[config.mk]
export PLATFORM = sky130hd
export DESIGN_NAME = pio_bus_arbiter
export DESIGN_NICKNAME = d
export VERILOG_FILES = /design/src/rtl/pio_bus_arbiter.sv
export SDC_FILE = /design/constraint.sdc
export NUM_CORES = 1
export LEC_CHECK = 0
export CAP_MARGIN = 20
export CORE_MARGIN = 4
export CORE_UTILIZATION = 37
export CTS_CLUSTER_DIAMETER = 50
export DETAILED_ROUTE_END_ITERATION = 6
export GPL_TIMING_DRIVEN = 1
export PLACE_DENSITY_LB_ADDON = 0.05
export SLEW_MARGIN = 20
export SYNTH_ARGS = -nofsm -noshare
export SYNTH_HDL_FRONTEND = slang
export SYNTH_SLANG_ARGS = --single-unit
[constraint.sdc]
create_clock -name clk -period 2.3 [get_ports clk]
set_input_delay 0.46 -clock clk [delete_from_list [all_inputs] [get_ports clk]]
set_output_delay 0.46 -clock clk [all_outputs]
set_load 0.03 [all_outputs]
[src/rtl/pio_bus_arbiter.sv]
// Round-robin arbiter sharing one Avalon-MM PIO slave between two requesters.
// Define PIO_ARB_FIXED_PRIO_EN to make requester 0 always win ties (fixed priority).
module pio_bus_arbiter #(
    parameter int DATA_W = 32,
    parameter int ADDR_W = 2
) (
    input  logic              clk,
    input  logic              reset,
    input  logic              req0,
    input  logic              we0,
    input  logic [ADDR_W-1:0] addr0,
    input  logic [DATA_W-1:0] wdata0,
    output logic              ack0,
    input  logic              req1,
    input  logic              we1,
    input  logic [ADDR_W-1:0] addr1,
    input  logic [DATA_W-1:0] wdata1,
    output logic              ack1,
    output logic [DATA_W-1:0] rdata,
    output logic              busy,
    output logic              chipselect,
    output logic              write_n,
    output logic [ADDR_W-1:0] address,
    output logic [DATA_W-1:0] writedata,
    input  logic [DATA_W-1:0] readdata
);

    typedef enum logic [1:0] {IDLE, ISSUE, RWAIT, ACK} state_t;

    state_t state, next_state;

    logic              cmd_we;
    logic              cmd_id;
    logic [ADDR_W-1:0] cmd_addr;
    logic [DATA_W-1:0] cmd_wdata;

    logic              win_id;
    logic              sel_we;
    logic [ADDR_W-1:0] sel_addr;
    logic [DATA_W-1:0] sel_wdata;

    logic              chipselect_d;
    logic              write_n_d;
    logic [ADDR_W-1:0] address_d;
    logic [DATA_W-1:0] writedata_d;
    logic [DATA_W-1:0] rdata_d;
    logic              ack0_d;
    logic              ack1_d;
    logic              busy_d;

`ifdef PIO_ARB_FIXED_PRIO_EN
    // Requester 0 wins whenever it asks; requester 1 only when 0 is idle.
    assign win_id = ~req0;
`else
    logic last_grant;

    // On a tie the requester that was not served last wins.
    assign win_id = (req0 && req1) ? ~last_grant : ~req0;

    always_ff @(posedge clk) begin
        if (reset) begin
            last_grant <= 1'b1;
        end else if (state == ACK) begin
            last_grant <= cmd_id;
        end
    end
`endif

    assign sel_we    = win_id ? we1    : we0;
    assign sel_addr  = win_id ? addr1  : addr0;
    assign sel_wdata = win_id ? wdata1 : wdata0;

    // NOTE: sequential state uses non-blocking (<=) so every register samples
    // pre-edge values; blocking here would create order-dependent races.
    always_ff @(posedge clk) begin
        if (reset) begin
            state <= IDLE;
        end else begin
            state <= next_state;
        end
    end

    // NOTE: every always_comb output gets a default first so no path leaves it
    // unassigned, which would otherwise infer a latch.
    always_comb begin
        next_state = state;
        unique case (state)
            IDLE:    if (req0 || req1) next_state = ISSUE;
            ISSUE:   next_state = cmd_we ? ACK : RWAIT;
            RWAIT:   next_state = ACK;
            ACK:     next_state = IDLE;
            default: next_state = IDLE;
        endcase
    end

    // Outputs are registered, so their next values follow next_state; ISSUE is
    // only entered from IDLE, where the freshly selected command is still on sel_*.
    always_comb begin
        chipselect_d = 1'b0;
        write_n_d    = 1'b1;
        address_d    = address;
        writedata_d  = writedata;
        ack0_d       = 1'b0;
        ack1_d       = 1'b0;
        busy_d       = (next_state != IDLE);
        rdata_d      = (state == RWAIT) ? readdata : rdata;
        case (next_state)
            ISSUE: begin
                chipselect_d = 1'b1;
                write_n_d    = ~sel_we;
                address_d    = sel_addr;
                writedata_d  = sel_we ? sel_wdata : '0;
            end
            RWAIT: begin
                chipselect_d = 1'b1;
            end
            ACK: begin
                ack0_d = ~cmd_id;
                ack1_d = cmd_id;
            end
            default: ;
        endcase
    end

    always_ff @(posedge clk) begin
        if (reset) begin
            cmd_we    <= 1'b0;
            cmd_id    <= 1'b0;
            cmd_addr  <= '0;
            cmd_wdata <= '0;
        end else if (state == IDLE && (req0 || req1)) begin
            cmd_we    <= sel_we;
            cmd_id    <= win_id;
            cmd_addr  <= sel_addr;
            cmd_wdata <= sel_wdata;
        end
    end

    always_ff @(posedge clk) begin
        if (reset) begin
            chipselect <= 1'b0;
            write_n    <= 1'b1;
            address    <= '0;
            writedata  <= '0;
            rdata      <= '0;
            ack0       <= 1'b0;
            ack1       <= 1'b0;
            busy       <= 1'b0;
        end else begin
            chipselect <= chipselect_d;
            write_n    <= write_n_d;
            address    <= address_d;
            writedata  <= writedata_d;
            rdata      <= rdata_d;
            ack0       <= ack0_d;
            ack1       <= ack1_d;
            busy       <= busy_d;
        end
    end

    // cmd_addr / cmd_wdata document the latched command; the issued copy lives
    // in the address/writedata output registers.
    logic unused_cmd;
    assign unused_cmd = ^{cmd_addr, cmd_wdata};

endmodule

==> metrics.md <==
| Metric | Value |
|---|---|
| Outcome | `completed` |
| CP required | `2.53 ns` |
| Top Family by Delay on Critical Path | `simple AND/OR/NAND/NOR gates` |
| Fin crit period | `2.14 ns` |
| CTS tree | `yes` |
| Pwr dens | `1010 mW/mm2` |
| Final worst-path cycle share | `0.929` |
| Number of synthesized register bits | `76` |
| First-pass DRT Iterations | `4` |
| Max Freq | `468 MHz` |
| Longest Clk Path Bufs | `2` |
| Area grow syn2layout | `60.5%` |
| Syn_nets | `466` |
| Die Y-Extent | `107 um` |
| Max incr delay on CP | `0.36 ns` |
| Worst vdd ir | `480 uV` |
| CP Buf/Inv Count | `2` |
| Drt total wl | `11000 um` |
| Overall power | `5830 uW` |
| Total of max-cap violations | `0` |
| Routed Antenna Nets | `0` |
| CP endpoint kind | `flip-flop` |
| Placed Cells incl. Taps | `640` |
| IO Pins | `177` |
| # fillers | `834` |
| Total Routing Usage GR | `0.186` |
| Total negative slack | `0 ns` |
| First-pass GRT wire length | `17100 um` |
| Post-Syn Instances | `353` |
| Finished Layout Cells | `660` |
| Worst rel slew slack | `0.494` |
| Final setup violation count | `0` |
| Crit-path cells | `dlygate4sd2_1, or3_1, a221oi_2, inv_1, ha_4, nor2b_4, and3_4, a221o_1` |
| Final core occ | `0.616` |
| HP Class | `reg -> reg` |
| Largest net degree at the start of global routing | `44` |
| PortBufs | `176` |
| Static leakage | `0.00223 uW` |
| Site row count | `35` |
| Vias/cell | `5.06` |
| CP max FO | `8` |
| Die area | `0.0114 mm2` |
| Antenna violations before repair | `0` |
| WS Path Type | `in -> reg` |
| Number of global-route vias before repair | `3419` |
| Clock Skew | `0.00795 ns` |
| Clock transition at the registers of the reported paths | `0.08 ns` |
| Seq/Total Area, Yosys | `0.423` |
| RSZ-0062 raised after global routing | `no` |
| Area of the multi-input gates | `0.00185 mm2` |
| Num CTS Buffers | `9` |
| CTS Hold Bufs | `0` |
| Die width | `107 um` |
| Dpl hpwl | `7620 um` |
| DR DRC count | `0` |
| Starting Density | `0.384` |
| Most frequent cells in the layout | `174 x clkdlybuf4s50_1, 75 x dfxtp_1, 38 x nor2_1, 34 x nand2_1` |
| CP arrival | `2.36 ns` |
| CORE AREA | `0.00937 mm2` |
| Slowest CP cell | `or3_1` |
| Reg area | `0.00152 mm2` |
| Worst-margin pin slew | `0.758 ns` |
| Nets | `640` |
| Final Hold Vio Count | `0` |
| Clk sink count | `76` |
| Post-synth cell types | `35` |
| GR Overflow Total | `0` |
| Most common cell after layout, fill and taps aside | `clkdlybuf4s50_1` |
| ANT cells | `0` |
| Vias | `3340` |
| Clk_lat worst skew | `0.34 ns` |
| Root Buffer | `clkbuf_8` |
| First DRT Iteration DRCs | `138` |
| Share of layout cells above drive strength 1 | `0.154` |
| Max-slew violations | `0` |
| H-tree levels | `3` |
| Mean area per synthesized cell | `10.2 um2` |
| Worst setup SP type | `primary input` |
| Yosys warning total | `0` |
| Routability Congestion | `0.795` |
| Wire per inst | `16.7 um` |
| Netlist Area Pre-Place | `0.00360 mm2` |
==> power breakdown <==
group	total [uW]	internal [uW]	leakage (uW)	switching [uW]
Combinational	2840	1330	0.00149	1510
Sequential	1760	1610	0.000620	154
Clock	1220	719	0.000120	501
Total	5830	3660	0.00223	2170
==> per-layer routing <==
layer / wire length, um / vias to the layer above / global-route usage
met3: 932 / 18 / 0.0530
met5: 0 / - / 0
met2: 5050 / 149 / 0.301
met4: 246 / 0 / 0.0676
li1: - / 1636 / -
met1: 4800 / 1537 / 0.236
==> final timing paths <==
kind	from	endpoint	slack [ns]	cells past startpoint
max	req1	writedata[30]$_SDFFE_PP0N_	0.16	8
min	writedata[3]$_SDFFE_PP0N_	writedata[3]$_SDFFE_PP0N_	0.49	1
min reg2reg	writedata[3]$_SDFFE_PP0N_	writedata[3]$_SDFFE_PP0N_	0.49	1
max reg2reg	state[1]$_SDFF_PP0_	writedata[30]$_SDFFE_PP0N_	0.18	9
==> synth_stat cells <==
master	number	area share
a211oi_2	29	0.10
dfxtp_1	76	0.42
a32oi_1	1	0.0024
and2b_4	1	0.0028
clkbuf_1	10	0.010
nor2b_1	2	0.0035
or3_1	1	0.0017
a221oi_2	1	0.0042
mux2i_1	32	0.089
buf_12	3	0.017
clkbuf_4	1	0.0021
nand2b_1	1	0.0017
a211o_1	1	0.0024
buf_6	4	0.013
o21a_1	1	0.0021
and3_1	33	0.057
nor2b_4	1	0.0038
inv_1	5	0.0052
a21oi_1	1	0.0014
and3b_1	1	0.0024
inv_2	1	0.0010
nand3_2	1	0.0028
ha_1	7	0.024
o21ai_0	3	0.0042
buf_4	7	0.015
a211oi_1	5	0.010
nand2_1	34	0.035
nand2b_4	1	0.0038
a221o_1	32	0.089
a311oi_1	1	0.0024
a31oi_1	2	0.0035
nor3b_1	1	0.0021
buf_2	12	0.017
a21o_1	1	0.0021
nor2_1	40	0.042
==> state kept, by name (all words and copies together), names as in the netlist <==
name / flops
write_n: 1
cmd_id: 1
writedata: 32
ack0: 1
address: 2
busy: 1
rdata: 32
state: 2
chipselect: 1
last_grant: 1
ack1: 1
cmd_we: 1
==> through the flow <==
step	worst slack, ns	hold WS, ns	area [um2]
3_3_place_gp	-0.416	0.467	5470
3_5_place_dp	-0.461	0.473	5470
4_1_cts	0.154	0.491	5760
5_1_grt	0.000243	0.501	5770
6_report	0.164	0.489	5770
2_1_floorplan	0.0454	0.437	3600
==> area by class of cell <==
class                      instances  area share
tap                              129      0.0280
clock inverter                     6      0.0195
multi-input combinational        236       0.320
timing repair buffer             198       0.344
clock buffer                       9      0.0215
sequential                        76       0.264
inverter                           6     0.00390
==> worst register-to-register path: stages (launching register included) <==
cell	delay [ns]
dfxtp_1	0.34
inv_1	0.08
ha_1	0.18
and3_1	0.18
a221oi_2	0.21
inv_1	0.12
ha_4	0.21
nor2b_4	0.17
and3_4	0.20
a221o_1	0.33
==> repair_timing <==
action / in CTS / in global routing
pin swaps: 3 / 0
buffers inserted: 2 / 1
endpoints found under the setup margin: 32 / 25
cloned: 2 / 0
resized for setup: 5 / 1
==> cells by family (layout without fill, tap and decap cells) <==
family	Yosys count	in the layout	share of synthesized area
adders and majority gates	7	7	0.0243
and+or+nand+nor	117	119	0.159
AOI/OAI and AO/OA	78	78	0.225
DFF	76	76	0.423
muxes	32	32	0.0890
buffers and inverters	43	219	0.0793
Note: power is estimated with default switching activity, not from simulation.
==> RTL change: new RTL, same flow settings <==
Set the parameter `ADDR_W` to 1 (it was 2).
--- a/src/rtl/pio_bus_arbiter.sv
+++ b/src/rtl/pio_bus_arbiter.sv
@@ -3,5 +3,5 @@
 module pio_bus_arbiter #(
     parameter int DATA_W = 32,
-    parameter int ADDR_W = 2
+    parameter int ADDR_W = 1
 ) (
     input  logic              clk,
Ports: changed (resized addr0, addr1 and address); port bits go from 177 to 174. No check against the original RTL was run, so the function may have changed too.
==> RTL change against the original RTL <==
  * Critical path depth is 1 higher
  * Maximum frequency is 6.3% lower
  * Core utilization up 1.6 points
  * Sequential cell count down 1
  * Wire length shrank 4.1%
  * Area after synthesis decreased by 8.0%
  * Combinational power is 3% lower
  * Global-route usage is 1.1 points higher
  * Via count shrank 1.9%
  * Power is 5.2% lower
  * Largest power group unchanged
  * Worst setup slack worse by 0.14 ns
  * Highest routed layer unchanged
  * Final area shrank 4.5%
==> RTL change: results (changes against the original RTL) <==
[grt]
grt_pass1_vias=3286  ; -3.9%
antenna_found_initial=2  ; +2
grt_max_degree=41  ; -6.8%
globalRouteTotalUtil_pct=19.67  ; +1.1 points
grt_first_pass_wirelength_um=16230  ; -5.1%

[placement]
hpwlAfterDp_um=7488  ; -1.8%
io_buffers=173  ; -1.7%
gp_congestion=0.7724  ; -2.9%

[route]
drt_wl_total_um=10580  ; -4.1%
first_iter_violations=125  ; -9.4%
viasPerCell=5.154  ; +1.8%

[setup_path]
r2r-start=state[0]
critPathSlowestCell=or3_4
startpoint=req0
crit_fanout=7  ; -1
slowest_delay_ns=0.40  ; +0.04 ns
reg2reg_setup_slack_ns=0.09  ; -0.09 ns
reg2reg_to=writedata[31]

[synth]
synthTopCellsByCount=dfxtp_1, nor2_1, and3_1, nand2_1
synth_area_leaders=dfxtp_1, a221o_1, mux2i_1, a211oi_1, and3_1
synth-compound-area-share_pct=18.99  ; -3.5 points
synthAdderAreaFrac_pct=2.648  ; +0.21 points
synth.mux.area_fraction_pct=9.682  ; +0.78 points
ys_seq_area_share_pct=45.39  ; +3.1 points
yosysUniqueCellTypes=28  ; -20%
synth_nets=458  ; -1.7%
async_flop_share_pct=0  ; unchanged

[timing]
tightest_slew_ns=0.5370  ; -0.2206 ns
setup_viol=0  ; unchanged
fin_worst_skew_ns=0.01242  ; +0.004464 ns

[hold_path]
hold_path_depth=1  ; unchanged
worstHoldStart=cmd_id
whs_endpoint=ack0

[pwr]
p_leak_nw=2.183  ; -1.9%
ir_worst_vdd_mv=0.5629  ; +17%

[final_layout]
nets=632  ; -1.3%
layout-drive-gt1-share_pct=9.886  ; -5.6 points
reg_top3=rdata: 32 flops, writedata: 32 flops, state: 2 flops

[run_status]
outcome=finished, final reports clean

[cts]
clockBufferDepth=2  ; unchanged
path_clk_slew_ns=0.08  ; about the same

==> RTL change: stage by stage <==
stage                     setup WS (ns)  setup TNS (ns)  hold WS, ns  cells  area (µm²)
after global routing           -0.02277        -0.04041       0.4895    636        5510
after detailed placement        -0.5474          -16.42       0.4704    613        5194
after floorplan               -0.004362        -0.08720       0.4374    347        3318
after global placement          -0.4852          -14.96       0.4672    613        5194
after CTS                       0.06812               0       0.4797    633        5479
final                           0.02071               0       0.4846    636        5510
==> RTL change: repair_timing <==
item	CTS	global route
setup endpoints to repair	32	19
setup buffers	1	1
resized for setup	14	4
pin swaps	3	1
gates cloned	3	0
==> RTL change: worst max path at each step <==
| stage | cells past startpoint | to | slack [ns] |
|---|---|---|---|
| floorplan | 8 | writedata[10] | -0.004 |
| global placement | 9 | writedata[19] | -0.49 |
| detailed placement | 9 | writedata[31] | -0.55 |
| CTS | 9 | writedata[31] | 0.07 |
| global route | 9 | writedata[31] | -0.02 |
| finish | 9 | writedata[31] | 0.02 |
==> RTL change: layout make-up <==
type | instances | area, µm²
fillers | 730 | 3211
repair buffers | 200 | 1999
multi-input cells | 230 | 1645
flip-flops and latches | 75 | 1504
clock buffers | 11 | 141.4
well taps | 108 | 135.1
clock inverters | 5 | 61.31
inverters | 5 | 18.77
diodes | 2 | 5.005
==> RTL change: per-layer routing <==
metal | share of wire (%) | GRT usage (%) | vias to the layer above
li1 | - | - | 1609
met4 | 1.9 | 6.862 | 0
met5 | 0 | 0 | -
met3 | 9.0 | 7.104 | 17
met1 | 40 | 23.70 | 1533
met2 | 49 | 32.42 | 119
==> RTL change: report_power, final <==
group / internal (mW) / switching (mW) / leakage (nW) / total [mW]
Clock: 0.535 / 0.502 / 0.0922 / 1.04
Combinational: 1.33 / 1.43 / 1.48 / 2.76
Sequential: 1.59 / 0.145 / 0.612 / 1.73
